### config.mk
export PLATFORM = sky130hd
export DESIGN_NAME = lcd_panel_receiver
export DESIGN_NICKNAME = d
export VERILOG_FILES = /design/src/rtl/lcd_rx_pkg.sv /design/src/rtl/lcd_pin_sync.sv /design/src/rtl/lcd_panel_receiver.sv
export SDC_FILE = /design/constraint.sdc
export NUM_CORES = 1
export LEC_CHECK = 0
export BUFFER_PORTS_ARGS = -buffer_cell sky130_fd_sc_hd__buf_2
export CAP_MARGIN = 20
export CORE_ASPECT_RATIO = 1.5
export CORE_MARGIN = 5
export CORE_UTILIZATION = 50
export DETAILED_ROUTE_END_ITERATION = 7
export PLACE_DENSITY = 0.8
export SKIP_LAST_GASP = 1
export SLEW_MARGIN = 20
export SYNTH_ARGS = -nofsm -noshare
export SYNTH_HDL_FRONTEND = slang
export SYNTH_SLANG_ARGS = --single-unit
### constraint.sdc
create_clock -name clk -period 2.22 [get_ports clk]
set_input_delay 0.111 -clock clk [delete_from_list [all_inputs] [get_ports clk]]
set_output_delay 0.111 -clock clk [all_outputs]
set_load 0.05 [all_outputs]
### src/rtl/lcd_rx_pkg.sv
// Shared types and constants for the DMG LCD panel receiver.
// Latency: n/a (declarations only).
// Backpressure: n/a.
package lcd_rx_pkg;

  localparam int LCD_WIDTH  = 160;
  localparam int LCD_HEIGHT = 144;

  typedef enum logic {
    RX_IDLE   = 1'b0,
    RX_ACTIVE = 1'b1
  } rx_state_e;

  typedef logic [1:0] shade_t;

  // Coordinate counters stop at 255 so a runaway line or frame cannot wrap
  // back into the visible area and overwrite good pixels.
  function automatic logic [7:0] sat_inc8(input logic [7:0] v);
    return (v == 8'hFF) ? v : v + 8'd1;
  endfunction

endpackage

### src/rtl/lcd_pin_sync.sv
// N-bit pin synchronizer with level plus single-clock rise/fall strobes.
// Latency: level/strobes follow the pin by STAGES clocks.
// Backpressure: none; pins are sampled every clock.
//
// Ports:
//   clk_i, nreset_i   clock and synchronous active-low reset
//   d_i               raw asynchronous pin bus
//   level_o           synchronized level (last stage of the chain)
//   rise_o / fall_o   one-clock strobes derived against a history flop
module lcd_pin_sync #(
  parameter int N      = 6,
  parameter int STAGES = 2   // must be >= 2 for metastability settling
) (
  input  logic         clk_i,
  input  logic         nreset_i,
  input  logic [N-1:0] d_i,
  output logic [N-1:0] level_o,
  output logic [N-1:0] rise_o,
  output logic [N-1:0] fall_o
);

  logic [N-1:0] sync_q [STAGES];
  logic [N-1:0] hist_q;

  always_ff @(posedge clk_i) begin
    if (!nreset_i) begin
      for (int i = 0; i < STAGES; i++) sync_q[i] <= '0;
      hist_q <= '0;
    end else begin
      sync_q[0] <= d_i;
      for (int i = 1; i < STAGES; i++) sync_q[i] <= sync_q[i-1];
      hist_q <= sync_q[STAGES-1];
    end
  end

  assign level_o = sync_q[STAGES-1];
  assign rise_o  = ~hist_q & level_o;
  assign fall_o  = hist_q & ~level_o;

endmodule

### src/rtl/lcd_panel_receiver.sv
// DMG LCD panel model: rebuilds pixel X/Y from CPG/CPL/CP/ST/LD pins.
// Latency: px_valid SYNC_STAGES+1 clocks after the pin-level CP fall.
// Backpressure: none; every accepted pixel is emitted as a one-clock strobe.
//
// Ports:
//   clk, nreset                      clock, synchronous active-low reset
//   pin_cpg/cpl/cp/st/ld             raw panel pins (asynchronous)
//   clr_err                          clears sticky error flags
//   px_valid/px_x/px_y/px_data       pixel write to the frame buffer
//   line_done/line_len               end-of-line pulse and pixel count
//   frame_done/frame_cnt             frame boundary pulse and counter
//   err_overrun/err_short/err_st     sticky protocol errors
module lcd_panel_receiver
  import lcd_rx_pkg::*;
#(
  parameter int WIDTH       = LCD_WIDTH,
  parameter int HEIGHT      = LCD_HEIGHT,
  parameter int SYNC_STAGES = 2
) (
  input  logic       clk,
  input  logic       nreset,
  input  logic       pin_cpg,
  input  logic       pin_cpl,
  input  logic       pin_cp,
  input  logic       pin_st,
  input  logic [1:0] pin_ld,
  input  logic       clr_err,
  output logic       px_valid,
  output logic [7:0] px_x,
  output logic [7:0] px_y,
  output logic [1:0] px_data,
  output logic       line_done,
  output logic [7:0] line_len,
  output logic       frame_done,
  output logic [7:0] frame_cnt,
  output logic       err_overrun,
  output logic       err_short,
  output logic       err_st
);

  // Nine-bit bounds so the comparison against x/y never truncates.
  localparam logic [8:0] WIDTH_L  = 9'(WIDTH);
  localparam logic [8:0] HEIGHT_L = 9'(HEIGHT);

  // Bus order: {cpg, cpl, cp, st, ld[1:0]}; ld rides the same chain as cp
  // so the shade seen at a detected fall is the one present at the pin fall.
  logic [5:0] pin_lvl, pin_rise, pin_fall;

  lcd_pin_sync #(.N(6), .STAGES(SYNC_STAGES)) u_sync (
    .clk_i    (clk),
    .nreset_i (nreset),
    .d_i      ({pin_cpg, pin_cpl, pin_cp, pin_st, pin_ld}),
    .level_o  (pin_lvl),
    .rise_o   (pin_rise),
    .fall_o   (pin_fall)
  );

  logic   cpg_lvl, st_lvl, cpl_rise, cp_fall;
  shade_t ld_lvl;
  logic   unused_edges;

  assign cpg_lvl      = pin_lvl[5];
  assign st_lvl       = pin_lvl[2];
  assign ld_lvl       = pin_lvl[1:0];
  assign cpl_rise     = pin_rise[4];
  assign cp_fall      = pin_fall[3];
  assign unused_edges = ^{pin_lvl[4:3], pin_rise[5], pin_rise[3:0],
                          pin_fall[5:4], pin_fall[2:0]};

  rx_state_e state_q, state_d;
  logic [7:0] x_q, x_d, y_q, y_d, x_cur;
  logic       px_valid_q, px_valid_d;
  logic [7:0] px_x_q, px_x_d, px_y_q, px_y_d;
  shade_t     px_data_q, px_data_d;
  logic       line_done_q, line_done_d;
  logic [7:0] line_len_q, line_len_d;
  logic       frame_done_q, frame_done_d;
  logic [7:0] frame_cnt_q, frame_cnt_d;
  logic       err_overrun_q, err_overrun_d;
  logic       err_short_q, err_short_d;
  logic       err_st_q, err_st_d;

  always_comb begin
    state_d       = state_q;
    x_d           = x_q;
    y_d           = y_q;
    x_cur         = x_q;
    px_valid_d    = 1'b0;
    px_x_d        = px_x_q;
    px_y_d        = px_y_q;
    px_data_d     = px_data_q;
    line_done_d   = 1'b0;
    line_len_d    = line_len_q;
    frame_done_d  = 1'b0;
    frame_cnt_d   = frame_cnt_q;
    // Clear first; any error event below overrides it in the same clock.
    err_overrun_d = err_overrun_q & ~clr_err;
    err_short_d   = err_short_q & ~clr_err;
    err_st_d      = err_st_q & ~clr_err;

    case (state_q)
      RX_IDLE: begin
        if (cpl_rise && cpg_lvl) begin
          state_d = RX_ACTIVE;
          x_d     = '0;
          y_d     = '0;
        end
      end
      RX_ACTIVE: begin
        // Pixel first with the old x/y, so a coincident CPL rise counts it.
        if (cp_fall) begin
          if (({1'b0, x_q} < WIDTH_L) && ({1'b0, y_q} < HEIGHT_L)) begin
            px_valid_d = 1'b1;
            px_x_d     = x_q;
            px_y_d     = y_q;
            px_data_d  = ld_lvl;
          end else begin
            err_overrun_d = 1'b1;
          end
          if (st_lvl) err_st_d = 1'b1;
          x_cur = sat_inc8(x_q);
        end
        x_d = x_cur;
        if (cpl_rise) begin
          if (x_cur != 8'd0) begin
            line_done_d = 1'b1;
            line_len_d  = x_cur;
            // Blank (vblank) lines carry no pixels and are never short.
            if ({1'b0, x_cur} < WIDTH_L) err_short_d = 1'b1;
          end
          x_d = '0;
          if (cpg_lvl) begin
            y_d          = '0;
            frame_done_d = 1'b1;
            frame_cnt_d  = frame_cnt_q + 8'd1;
          end else begin
            y_d = sat_inc8(y_q);
          end
        end
      end
      default: state_d = RX_IDLE;
    endcase
  end

  always_ff @(posedge clk) begin
    if (!nreset) begin
      state_q       <= RX_IDLE;
      x_q           <= '0;
      y_q           <= '0;
      px_valid_q    <= 1'b0;
      px_x_q        <= '0;
      px_y_q        <= '0;
      px_data_q     <= '0;
      line_done_q   <= 1'b0;
      line_len_q    <= '0;
      frame_done_q  <= 1'b0;
      frame_cnt_q   <= '0;
      err_overrun_q <= 1'b0;
      err_short_q   <= 1'b0;
      err_st_q      <= 1'b0;
    end else begin
      state_q       <= state_d;
      x_q           <= x_d;
      y_q           <= y_d;
      px_valid_q    <= px_valid_d;
      px_x_q        <= px_x_d;
      px_y_q        <= px_y_d;
      px_data_q     <= px_data_d;
      line_done_q   <= line_done_d;
      line_len_q    <= line_len_d;
      frame_done_q  <= frame_done_d;
      frame_cnt_q   <= frame_cnt_d;
      err_overrun_q <= err_overrun_d;
      err_short_q   <= err_short_d;
      err_st_q      <= err_st_d;
    end
  end

  assign px_valid    = px_valid_q;
  assign px_x        = px_x_q;
  assign px_y        = px_y_q;
  assign px_data     = px_data_q;
  assign line_done   = line_done_q;
  assign line_len    = line_len_q;
  assign frame_done  = frame_done_q;
  assign frame_cnt   = frame_cnt_q;
  assign err_overrun = err_overrun_q;
  assign err_short   = err_short_q;
  assign err_st      = err_st_q;

endmodule

==> impl_metrics.py <==
metrics = {
    "run_status": {
        "outcome": "finished clean",
    },
    "synth": {
        "syn-num-nets": 327,
        "ys_seq_elements": 71,
        "synth_top_area_share_pct": 47.9,
        "yosysTopAreaCell": "dfxtp_1",
        "synth-simple-area-share_pct": 21.1,
        "syn_area_um2": 2970,
        "yosys.area_share.adder_pct": 1.27,
        "synth.most_common_cell": "dfxtp_1",
        "synth_top_family_by_area": "simple AND/OR/NAND/NOR gates",
        "synth_edf_count": 0,
        "ys_types": 49,
        "synth_common_cells": "71 x dfxtp_1, 53 x nor2_1, 25 x mux2i_1, 25 x nand2_1, 17 x and2_1",
        "synthTopCellsByArea": "dfxtp_1 48%, mux2i_1 8.4%, nor2_1 6.7%, xor2_1 3.8%, and2_1 3.6%",
        "synthMuxAreaShare_pct": 9.70,
        "ys_async_sr_fraction_pct": 0,
        "synth_ff_type": "dfxtp_1",
        "syn_inst": 315,
        "ys_warn_count": 0,
        "synthXorXnorAreaFrac_pct": 4.72,
        "synth_compound_gate_area_share_pct": 11.5,
        "seq_area_frac_synth_pct": 47.9,
        "syn_area_per_cell_um2": 9.42,
    },
    "timing": {
        "setup_ws_ns": 0.103,
        "setup_viol": 0,
        "finalSetupTns_ns": 0,
        "worst_pin_slew_ns": 0.693,
        "min_period_ns": 2.12,
        "relSlewSlack_pct": 53.6,
        "max_freq_mhz": 472,
        "skew_ns": 0.00787,
        "fin_crit_sh_pct": 95.3,
        "hold_violations": 0,
        "drv_slew": 0,
        "rsz0062_at_grt": "false",
    },
    "route": {
        "wl_per_cell_um": 14.8,
        "drc": 0,
        "drt_iter0_drc": 167,
        "drtAntennaViolNets": 0,
        "first_pass_iters": 4,
        "wirelength_um": 6670,
        "vias": 2449,
        "vias_per_cell": 5.42,
    },
    "power": {
        "max-vdd-ir-drop_mv": 0.503,
        "powerDensity_nw_per_um2": 693,
        "p_leak_nw": 1.72,
        "total_power_mw": 2.48,
    },
    "clock_tree": {
        "cts_max_level": 3,
        "cts.sinks": 71,
        "insertion_delay_ns": 0.34,
        "cts_tree": "done",
        "clockBufferDepth": 2,
        "cts_root_buf": "clkbuf_8",
        "cts_setup_buffers": 0,
        "path_clk_slew_ns": 0.07,
        "cts_buffers": 9,
    },
    "layout": {
        "syn2layout_area_growth_pct": 20.9,
        "stdcell_count": 452,
        "diodes": 0,
        "num-nets-final": 387,
        "fillers": 512,
        "drive_gt1_share_pct": 22.4,
    },
    "placement": {
        "dp_cells": 430,
        "gp_congestion": 0.914,
        "dp_hpwl_um": 4770,
        "numPortBuffers": 48,
        "dp_slack_ns": 0.131,
    },
    "floorplan": {
        "core_area_um2": 5790,
        "die_w_um": 72.9,
        "die_h_um": 104,
        "io_pins": 49,
        "die-area_um2": 7610,
        "initial_core_util_pct": 51.3,
        "row_count": 34,
    },
    "global_routing": {
        "grt_usage_pct": 18.3,
        "grt_pass1_vias": 2412,
        "grt_overflow": 0,
        "grt_max_degree": 32,
        "grt_first_pass_wirelength_um": 11100,
        "antenna_found_initial": 0,
    },
    "min_path": {
        "hp-class": "in2reg",
    },
    "setup_path": {
        "end_kind": "flop",
        "critPathKind": "reg2reg",
        "arrival_ns": 2.33,
        "start_kind": "flop",
        "critPathMaxFanout": 8,
        "crit_required_ns": 2.43,
    },
    "job": {
        "drv_cap": 0,
    },
}
## per-layer routing
layer / global-route usage (%) / up-vias / part of all wire, %
li1: - / 1215 / -
met1: 20.7 / 1177 / 41
met2: 32.7 / 48 / 53
met3: 3.58 / 9 / 4.1
met4: 7.12 / 0 / 2.0
met5: 0 / - / 0
## path summary, 6_finish.rpt
path / start / to / slack [ns] / depth (start not counted)
worst max-delay path: x_q[0] / line_len[4] / 0.10 / 6
worst min-delay path: clr_err / err_short / 0.1 / 4
worst max register to register: x_q[0] / line_len[4] / 0.10 / 6
worst min register to register: u_sync.sync_q[0][4] / u_sync.sync_q[0][10] / 0.44 / 1
## worst max-delay path: stages (launching register included)
cell,delay (ns)
dfxtp_1,0.34
ha_1,0.30
and4_1,0.39
a21oi_4,0.10
mux2_4,0.31
a31o_1,0.37
mux2i_1,0.18
## cell families after synthesis
| kind of cell | Yosys count |
|---|---|
| compound gates | 46 |
| xor+xnor | 16 |
| fa+ha+maj | 3 |
| buf+inv | 23 |
| flops | 71 |
| mux | 28 |
| simple gates | 128 |
## report_power, final
part	total (mW)	internal, mW	switching, mW
combinational	0.0632	0.0263	0.0369
clock	1.13	0.663	0.468
sequential	1.29	1.28	0.00500
## flip-flops by register name, summed over array words and instances (netlist names), 2 cells and up
signal,flops
u_sync.sync_q,12
frame_cnt,8
line_len,8
px_x,8
px_y,8
x_q,8
y_q,8
px_data,2
u_sync.hist_q,2
## through the flow
stage / area [um^2] / util, % / hold WS (ns)
final: 3590 / 62.0 / 0.0982
after global routing: 3590 / 62.0 / 0.145
after CTS: 3590 / 62.0 / 0.0901
after detailed placement: 3300 / 57.1 / 0.322
after global placement: 3300 / 57.1 / 0.315
after floorplan: 2970 / - / 0.238
## area by class of cell
| cell class | count | area, um^2 | share of cell area (%) |
|---|---|---|---|
| multi-input cells | 221 | 1430 | 39.9 |
| flip-flops and latches | 71 | 1420 | 39.6 |
| inverters | 4 | 15.0 | 0.419 |
| well taps | 72 | 90.1 | 2.51 |
| clock buffers | 11 | 141 | 3.94 |
| repair buffers | 68 | 405 | 11.3 |
| clock inverters | 5 | 81.3 | 2.27 |
## placed cells by master, fill, tap and decap left out, drive strengths merged, types with 4 or more instances in the layout
cell type     n
o21ai         7
buf          62
nand3         7
dfxtp        71
clkbuf       11
dlygate4sd3   6
a21oi        12
nor2         53
o2111ai       4
inv           4
xor2         13
nand2        25
and3          4
and2         17
nand4         4
mux2i        25
a211oi        4
## timing repair
action	CTS	global route
gates resized for setup	0	0
hold endpoints to repair	6	0
hold buffers	6	0
Power figures use the tool's default switching activity.
